`src/rtl/param_memory_if.sv`:
```
// Request/response bundle for param_memory: requests from the master,
// registered read data and status back from the memory.
interface param_memory_if #(
    parameter int DATA_W = 8,
    parameter int ADDR_W = 7
);
    logic              ren;
    logic              wen;
    logic              clr;
    logic [ADDR_W-1:0] addr;
    logic [DATA_W-1:0] din;
    logic [DATA_W-1:0] dout;
    logic              rvalid;
    logic              ready;
    logic              coll;

    modport master (
        output ren, wen, clr, addr, din,
        input  dout, rvalid, ready, coll
    );

    modport slave (
        input  ren, wen, clr, addr, din,
        output dout, rvalid, ready, coll
    );
endinterface

```
`src/rtl/param_memory.sv`:
```
// Single-port word memory that zero-sweeps itself after reset or clr before serving requests.
// Define MEM_OUTREG_EN to add an output register stage (read latency 2 instead of 1).
module param_memory #(
    parameter int DATA_W = 8,
    parameter int ADDR_W = 7
) (
    input  logic          clk,
    input  logic          rst_n,
    param_memory_if.slave bus
);
    localparam int DEPTH = 2 ** ADDR_W;

    typedef enum logic {
        INIT = 1'b0,
        IDLE = 1'b1
    } state_t;

    state_t            state_q;
    state_t            state_d;
    logic [ADDR_W-1:0] cnt_q;
    logic [ADDR_W-1:0] cnt_d;

    logic [DATA_W-1:0] mem [DEPTH];

    logic              mem_we;
    logic [ADDR_W-1:0] mem_waddr;
    logic [DATA_W-1:0] mem_wdata;
    logic              rd_go;

    logic [DATA_W-1:0] dout_p0;
    logic              vld_p0;
    logic              coll_p0;

    always_ff @(posedge clk or negedge rst_n) begin
        if (!rst_n) begin
            state_q <= INIT;
            cnt_q   <= '0;
        end else begin
            state_q <= state_d;
            cnt_q   <= cnt_d;
        end
    end

    // Sweep ends on the terminal count; cnt is parked at 0 so it never wraps into a second sweep.
    always_comb begin
        state_d   = state_q;
        cnt_d     = cnt_q;
        mem_we    = 1'b0;
        mem_waddr = bus.addr;
        mem_wdata = bus.din;
        rd_go     = 1'b0;
        case (state_q)
            INIT: begin
                mem_we    = 1'b1;
                mem_waddr = cnt_q;
                mem_wdata = '0;
                if (bus.clr) begin
                    cnt_d = '0;
                end else if (cnt_q == '1) begin
                    state_d = IDLE;
                    cnt_d   = '0;
                end else begin
                    cnt_d = cnt_q + 1'b1;
                end
            end
            IDLE: begin
                if (bus.clr) begin
                    state_d = INIT;
                    cnt_d   = '0;
                end else begin
                    rd_go  = bus.ren;
                    mem_we = bus.wen && !bus.ren;
                end
            end
            default: begin
                state_d = INIT;
                cnt_d   = '0;
            end
        endcase
    end

    always_ff @(posedge clk) begin
        if (mem_we) begin
            mem[mem_waddr] <= mem_wdata;
        end
    end

    // Stage p0: registered read port
    always_ff @(posedge clk or negedge rst_n) begin
        if (!rst_n) begin
            dout_p0 <= '0;
            vld_p0  <= 1'b0;
            coll_p0 <= 1'b0;
        end else if (rd_go) begin
            dout_p0 <= mem[bus.addr];
            vld_p0  <= 1'b1;
            coll_p0 <= bus.wen;
        end else begin
            dout_p0 <= '0;
            vld_p0  <= 1'b0;
            coll_p0 <= 1'b0;
        end
    end

`ifdef MEM_OUTREG_EN
    logic [DATA_W-1:0] dout_p1;
    logic              vld_p1;
    logic              coll_p1;

    // Stage p1: extra output register, flushed on the edge that enters INIT
    always_ff @(posedge clk or negedge rst_n) begin
        if (!rst_n) begin
            dout_p1 <= '0;
            vld_p1  <= 1'b0;
            coll_p1 <= 1'b0;
        end else if (state_d == INIT) begin
            dout_p1 <= '0;
            vld_p1  <= 1'b0;
            coll_p1 <= 1'b0;
        end else begin
            dout_p1 <= dout_p0;
            vld_p1  <= vld_p0;
            coll_p1 <= coll_p0;
        end
    end

    assign bus.dout   = dout_p1;
    assign bus.rvalid = vld_p1;
    assign bus.coll   = coll_p1;
`else
    assign bus.dout   = dout_p0;
    assign bus.rvalid = vld_p0;
    assign bus.coll   = coll_p0;
`endif

    assign bus.ready = (state_q == IDLE);
endmodule

```
`src/flat_wrapper.sv`:
```
// flat-port wrapper written by rule: the top's interface ports become plain ports
module param_memory_flat 
#(
    parameter int DATA_W = 8,
    parameter int ADDR_W = 7
)
  (clk, rst_n, bus_ren, bus_wen, bus_clr, bus_addr, bus_din, bus_dout, bus_rvalid, bus_ready, bus_coll);
  param_memory_if #(.DATA_W(DATA_W), .ADDR_W(ADDR_W)) bus_i ();
  input  logic clk;
  input  logic rst_n;
  input wire logic [$bits(bus_i.ren)-1:0] bus_ren;
  input wire logic [$bits(bus_i.wen)-1:0] bus_wen;
  input wire logic [$bits(bus_i.clr)-1:0] bus_clr;
  input wire logic [$bits(bus_i.addr)-1:0] bus_addr;
  input wire logic [$bits(bus_i.din)-1:0] bus_din;
  output wire logic [$bits(bus_i.dout)-1:0] bus_dout;
  output wire logic [$bits(bus_i.rvalid)-1:0] bus_rvalid;
  output wire logic [$bits(bus_i.ready)-1:0] bus_ready;
  output wire logic [$bits(bus_i.coll)-1:0] bus_coll;
  assign bus_i.ren = bus_ren;
  assign bus_i.wen = bus_wen;
  assign bus_i.clr = bus_clr;
  assign bus_i.addr = bus_addr;
  assign bus_i.din = bus_din;
  assign bus_dout = bus_i.dout;
  assign bus_rvalid = bus_i.rvalid;
  assign bus_ready = bus_i.ready;
  assign bus_coll = bus_i.coll;
  param_memory #(.DATA_W(DATA_W), .ADDR_W(ADDR_W)) u_core (.clk(clk), .rst_n(rst_n), .bus(bus_i));
endmodule
```
`config.mk`:
```
export PLATFORM = sky130hd
export DESIGN_NAME = param_memory_flat
export DESIGN_NICKNAME = d
export VERILOG_FILES = /design/src/rtl/param_memory_if.sv /design/src/rtl/param_memory.sv /design/src/flat_wrapper.sv
export SDC_FILE = /design/constraint.sdc
export NUM_CORES = 1
export LEC_CHECK = 0
export ABC_AREA = 1
export CORE_MARGIN = 4
export CORE_UTILIZATION = 25
export CTS_CLUSTER_DIAMETER = 50
export DETAILED_ROUTE_END_ITERATION = 10
export GPL_ROUTABILITY_DRIVEN = 0
export PLACE_DENSITY_LB_ADDON = 0.2
export SLEW_MARGIN = 20
export SYNTH_ARGS = -nofsm -noshare
export SYNTH_HDL_FRONTEND = slang
export SYNTH_SLANG_ARGS = --single-unit
export TNS_END_PERCENT = 20
```
`constraint.sdc`:
```
create_clock -name clk -period 3.2 [get_ports clk]
set_clock_uncertainty 0.2 [all_clocks]
set_input_delay 0.64 -clock clk [delete_from_list [all_inputs] [get_ports clk]]
set_output_delay 0.64 -clock clk [all_outputs]
set_load 0.02 [all_outputs]
```
==> results of run 1 <==
## registers in the layout (all words and copies together), names as in the netlist
signal / cells
u_core.mem: 1024
u_core.cnt_q: 7
u_core.bus.dout: 8
u_core.bus.coll: 1
u_core.bus.ready: 1
u_core.bus.rvalid: 1
## metal layers
layer	global-route usage	part of all wire
met1	0.201	0.46
met2	0.237	0.47
met3	0.0219	0.044
met4	0.0513	0.028
met5	0	0
## area by class of cell
cell class              instances  area [µm²]  share of cell area
multi-input cells            2342       10100               0.194
diodes                          4        10.0            0.000192
inverters                      42         224             0.00430
clock inverters                84         835              0.0160
repair buffers                330        3410              0.0655
well taps                    2218        2780              0.0533
flip-flops and latches       1042       31200               0.600
clock buffers                 157        3500              0.0673
## critical path, stage by stage, from the launching register on
cell	delay, ns
dfrtp_1	0.36
buf_4	0.17
clkdlybuf4s50_1	0.61
## synth_stat cells, drive strengths merged
| master | n |
|---|---|
| ha | 1 |
| nand2 | 1207 |
| inv | 41 |
| o31ai | 1 |
| o22ai | 3 |
| nor3 | 2 |
| buf | 219 |
| xnor2 | 1 |
| clkinv | 1 |
| a32o | 1 |
| xor2 | 3 |
| nand3 | 941 |
| nor2 | 172 |
| clkbuf | 16 |
| edfxtp | 1024 |
| dfrtp | 18 |
| o21ai | 7 |
| a21oi | 3 |
## cell families (layout without fill, tap and decap cells)
kind of cell,count (synthesis),after routing,synth area share
xor+xnor,4,4,0.000817
simple gates,2322,2322,0.231
buf+inv,277,613,0.0374
other cells,0,4,0
flops,1042,1042,0.728
fa+ha+maj,1,1,0.000292
compound gates,15,15,0.00219
## repair_timing
item / CTS / global route
hold buffers: 1 / 0
hold endpoints to repair: 14 / 0
resized for setup: 0 / 0
## through the flow
stage | utilization | total power, mW | cells | setup TNS (ns)
after floorplan | - | 16.1 | 3661 | 0
after global placement | 0.281 | 16.7 | 5973 | -19.68
after detailed placement | 0.281 | 16.7 | 5973 | -9.58
after CTS | 0.306 | 31.6 | 6215 | 0
after global routing | 0.306 | 32.3 | 6216 | 0
final | 0.306 | 31.2 | 6219 | 0
## where the power goes
group          internal, mW  switching (mW)  total (mW)
sequential             14.8          0.0138        14.8
clock                  8.85            5.87        14.7
combinational         0.478            1.15        1.63
total                  24.1            7.04        31.2
## worst max path at each step
stage          cells past startpoint        startpoint                end  slack, ns
6_report                           2  u_core.bus.ready          bus_ready       0.46
4_1_cts                            2  u_core.bus.ready          bus_ready       0.39
3_3_place_gp                       9       bus_addr[4]  u_core.mem[24][5]      -0.11
3_5_place_dp                       9       bus_addr[4]  u_core.mem[24][7]      -0.12
2_1_floorplan                      4  u_core.bus.ready   u_core.mem[0][0]       0.21
5_1_grt                            2  u_core.bus.ready          bus_ready       0.37
==> impl_metrics.yaml, run 1 <==
outcome:
  outcome: "complete, no violations"
sta:
  drv_slew: 0
  fin_ws_ns: 0.460
  rsz0062_at_grt: "false"
  finalCritPeriodShare: 0.856
  finalHoldViolCount: 0
  max_freq_mhz: 365
  period_needed_ns: 2.74
  setup_viol: 0
  fin_hold_ws_ns: 0.247
  maxSlewHeadroom: 0.592
  worstMarginPinSlew_ns: 0.612
die:
  num_rows: 151
  design.core.area_um2: 170000
  io_pins: 31
  initial_core_util: 0.252
  dieArea_um2: 178000
  die_h_um: 422
  die-width_um: 422
drt:
  dr.pass1.iters: 7
  final_antenna_net_count: 0
  drcViolationCount: 0
  wl_um: 133000
  vias: 28200
  drtIter0Drc: 2312
  wire_per_inst_um: 21.4
  vias_per_cell: 4.53
power_and_ir_drop:
  peakVddDrop_uv: 441
  power_density_nw_per_um2: 599
  leakage_nw: 19.1
worst_setup_path:
  cp.arrival_ns: 1.90
  r2r_setup_slack_ns: 0.60
  reg2reg_depth: 8
  reg2reg_from: "u_core.bus.ready"
  r2r_end: "u_core.mem[80][5]"
  cp-start-kind: "register"
  cp-end-kind: "output port"
  path_max_fanout: 10
  worstPathRequired_ns: 2.36
  critPathKind: "register to output port"
cts:
  cts_setup_buffers: 0
  cts.clk_slew.worst_paths_ns: 0.05
  cts_inserted_buffers: 132
  clk_latency_ns: 0.76
  cts.sinks: 1042
  root_buffer: "clkbuf_16"
  htreeDepth: 4
  clockBufferDepth: 3
  cts_tree: "built"
synth:
  syn_area_um2: 42900
  syn_nets: 3682
  ys_types: 28
  netlist.area_leader.share: 0.717
  synth_seq_cells: 1042
  syn_area_per_cell_um2: 11.7
  ys_seq_area_frac: 0.728
  yosys-top-cells-area: "edfxtp_1 72%, nand3_1 11%, nand2_1 11%, nor2_1 1.5%, buf_2 1.2%"
  synthCells: 3661
  ys_warn_count: 0
  synth_top_cell_by_area: "edfxtp_1"
global_route:
  grt_max_degree: 88
  antenna_found_initial: 5
  grt_overflow_total: 0
  grt_pass1_wl_um: 194000
  grt_use_total: 0.147
  grt_pass1_vias: 28300
place:
  port_buffers: 30
  dp_hpwl_um: 84900
  dpl_worst_slack_ns: -0.122
  place_area_um2: 47700
min_path:
  hold_start: "bus_wen"
  min_to: "u_core.bus.coll"
  hold-path-cell-count: 3
  hp-class: "primary input to register"
finish:
  nets: 3911
  mostFrequentLayoutCell: "nand2_1"
  layout-drive-gt1-share: 0.133
  fin_area_um2: 52000
  most-common-layout-cells: "1207 x nand2_1, 1024 x edfxtp_1, 938 x nand3_1"
  area_growth_pct: 21.4
  fillers: 17200
job:
  drv_cap: 0
Note: power is estimated with default switching activity, not from simulation.
==> inputs of run 2 (changes only) <==
--- a/config.mk
+++ b/config.mk
@@ -6,12 +6,14 @@
 export NUM_CORES = 1
 export LEC_CHECK = 0
 export ABC_AREA = 1
+export ABC_CLOCK_PERIOD_IN_PS = 3200
 export CORE_MARGIN = 4
 export CORE_UTILIZATION = 25
 export CTS_CLUSTER_DIAMETER = 50
 export DETAILED_ROUTE_END_ITERATION = 10
 export GPL_ROUTABILITY_DRIVEN = 0
-export PLACE_DENSITY_LB_ADDON = 0.2
+export PLACE_DENSITY = 0.34
+export SKIP_LAST_GASP = 1
 export SLEW_MARGIN = 20
 export SYNTH_ARGS = -nofsm -noshare
 export SYNTH_HDL_FRONTEND = slang
==> run 2 against run 1 <==
Effect of this change:
- setup slack got worse by 0.24 ns
- first-iteration DRC count fell by 11%
- core utilization rose by 0.17 points
- via count is 0.72% lower
- non-clock buffer count shrank 4
- largest power group is now clock
- highest routed layer unchanged
==> impl_metrics.yaml, run 2 (synthesis gave the netlist of run 1 again) <==
global_route:
  grt.met1_usage: 0.217
  grt_use_total: 0.158
  grt_overflow_total: 0
  grt.busiest_layer: "met2"
  use_met3: 0.0247
  grt_util_met2: 0.261
  antenna_found_initial: 6
  grt_pass1_vias: 28500
  grt_pass1_wl_um: 206000
  grt_max_degree: 88
cts:
  cts.clk_slew.worst_paths_ns: 0.05
  htreeDepth: 4
  cts_inserted_buffers: 147
  root_buffer: "clkbuf_16"
  clk_latency_ns: 0.76
  cts_setup_buffers: 0
  cts_tree: "built"
  clockBufferDepth: 3
  cts.sinks: 1042
power_and_ir_drop:
  leakage_nw: 19.2
  peakVddDrop_uv: 466
  total_power_mw: 32.4
  power_density_nw_per_um2: 619
die:
  io_pins: 31
  die-width_um: 422
  num_rows: 151
  dieArea_um2: 178000
  initial_core_util: 0.252
  design.core.area_um2: 170000
  die_h_um: 422
sta:
  period_needed_ns: 2.98
  worstMarginPinSlew_ns: 0.740
  drv_slew: 0
  rsz0062_at_grt: "false"
  max_freq_mhz: 335
  setup_viol: 0
  fin_tns_setup_ns: 0
  maxSlewHeadroom: 0.507
  fin_ws_ns: 0.218
  finalCritPeriodShare: 0.932
  finalHoldViolCount: 0
  fin_hold_ws_ns: 0.254
drt:
  wl_um: 142000
  dr.pass1.iters: 5
  wire_per_inst_um: 22.8
  vias_per_cell: 4.49
  final_antenna_net_count: 0
  drtIter0Drc: 2053
  vias: 28000
  drcViolationCount: 0
place:
  placedCellCount: 5969
  place_area_um2: 47500
  dp_hpwl_um: 88100
  port_buffers: 30
  dpl_worst_slack_ns: 0.0175
min_path:
  hold_start: "bus_wen"
  hp-class: "primary input to register"
  min_to: "u_core.bus.coll"
  hold-path-cell-count: 3
finish:
  fin_area_um2: 52300
  area_growth_pct: 22.0
  most-common-layout-cells: "1207 x nand2_1, 1024 x edfxtp_1, 938 x nand3_1"
  final_util: 0.308
  stdcell_count: 6234
  nets: 3922
  largest_reg_flops: 1024
  layout-drive-gt1-share: 0.135
  ff_latch_area_um2: 31200
  multi_input_area_um2: 10100
  antenna_cells: 0
  fillers: 17200
  mostFrequentLayoutCell: "nand2_1"
  largest-register: "u_core.mem"
outcome:
  outcome: "complete, no violations"
worst_setup_path:
  reg2reg_from: "u_core.bus.ready"
  cp-start-kind: "register"
  cp.arrival_ns: 2.14
  r2r_setup_slack_ns: 0.64
  cp-end-kind: "output port"
  worstPathRequired_ns: 2.36
  reg2reg_depth: 10
  critPathKind: "register to output port"
  r2r_end: "u_core.mem[62][7]"
  path_max_fanout: 13
job:
  drv_cap: 0
[run 2: cell count changes in the layout (fill, tap and decap cells not counted), moves of 3 or more]
cell        previous run  this run
clkinv_1              21        29
buf_4                232       236
clkinvlp_4             8        18
clkinv_2              20        10
clkbuf_1              20        23
buf_12                68        61
inv_6                 21        16
clkbuf_16            137       149
diode_2                4         0
[run 2: worst max-delay path: stages, from the launching register on]
cell	delay, ns
dfrtp_2	0.50
buf_4	0.25
clkdlybuf4s50_1	0.63
[run 2: area by class of cell]
type | count | area share
Clock buffer | 174 | 0.0735
Clock inverter | 90 | 0.0174
Inverter | 42 | 0.00428
Multi-Input combinational cell | 2342 | 0.192
Sequential cell | 1042 | 0.596
Tap cell | 2218 | 0.0530
Timing Repair Buffer | 326 | 0.0629
[run 2: worst max path at each step]
| stage | start | end |
|---|---|---|
| after detailed placement | bus_addr[6] | u_core.mem[82][5] |
| after floorplan | u_core.bus.ready | u_core.mem[0][0] |
| after global placement | bus_addr[6] | u_core.mem[82][1] |
| after CTS | u_core.bus.ready | bus_ready |
| final | u_core.bus.ready | bus_ready |
| after global routing | u_core.bus.ready | bus_ready |
[run 2: timing repair]
item                                    4_1_cts  5_1_grt
hold endpoints to repair                     16        0
endpoints found under the setup margin        1        0
gates resized for setup                       1        0
hold buffers                                  1        0
[run 2: per-layer routing]
metal / wire, µm / vias up
met1: 66300 / 13900
met2: 67800 / 476
met4: 2750 / 0
met5: 0 / -
met3: 5020 / 179
li1: - / 13400
[run 2: power by group]
part / leakage (nW) / total, mW / internal [mW] / switching [mW]
Clock: 2.26 / 15.9 / 9.61 / 6.30
Sequential: 10.4 / 14.8 / 14.8 / 0.0119
Combinational: 6.52 / 1.67 / 0.475 / 1.20
==> inputs of run 3 (changes only) <==
--- a/config.mk
+++ b/config.mk
@@ -14,7 +14,6 @@
 export GPL_ROUTABILITY_DRIVEN = 0
 export PLACE_DENSITY = 0.34
 export SKIP_LAST_GASP = 1
-export SLEW_MARGIN = 20
 export SYNTH_ARGS = -nofsm -noshare
 export SYNTH_HDL_FRONTEND = slang
 export SYNTH_SLANG_ARGS = --single-unit
==> results of run 3 <==
Same layout as run 2: the final DEF is identical, and so are final timing and power.
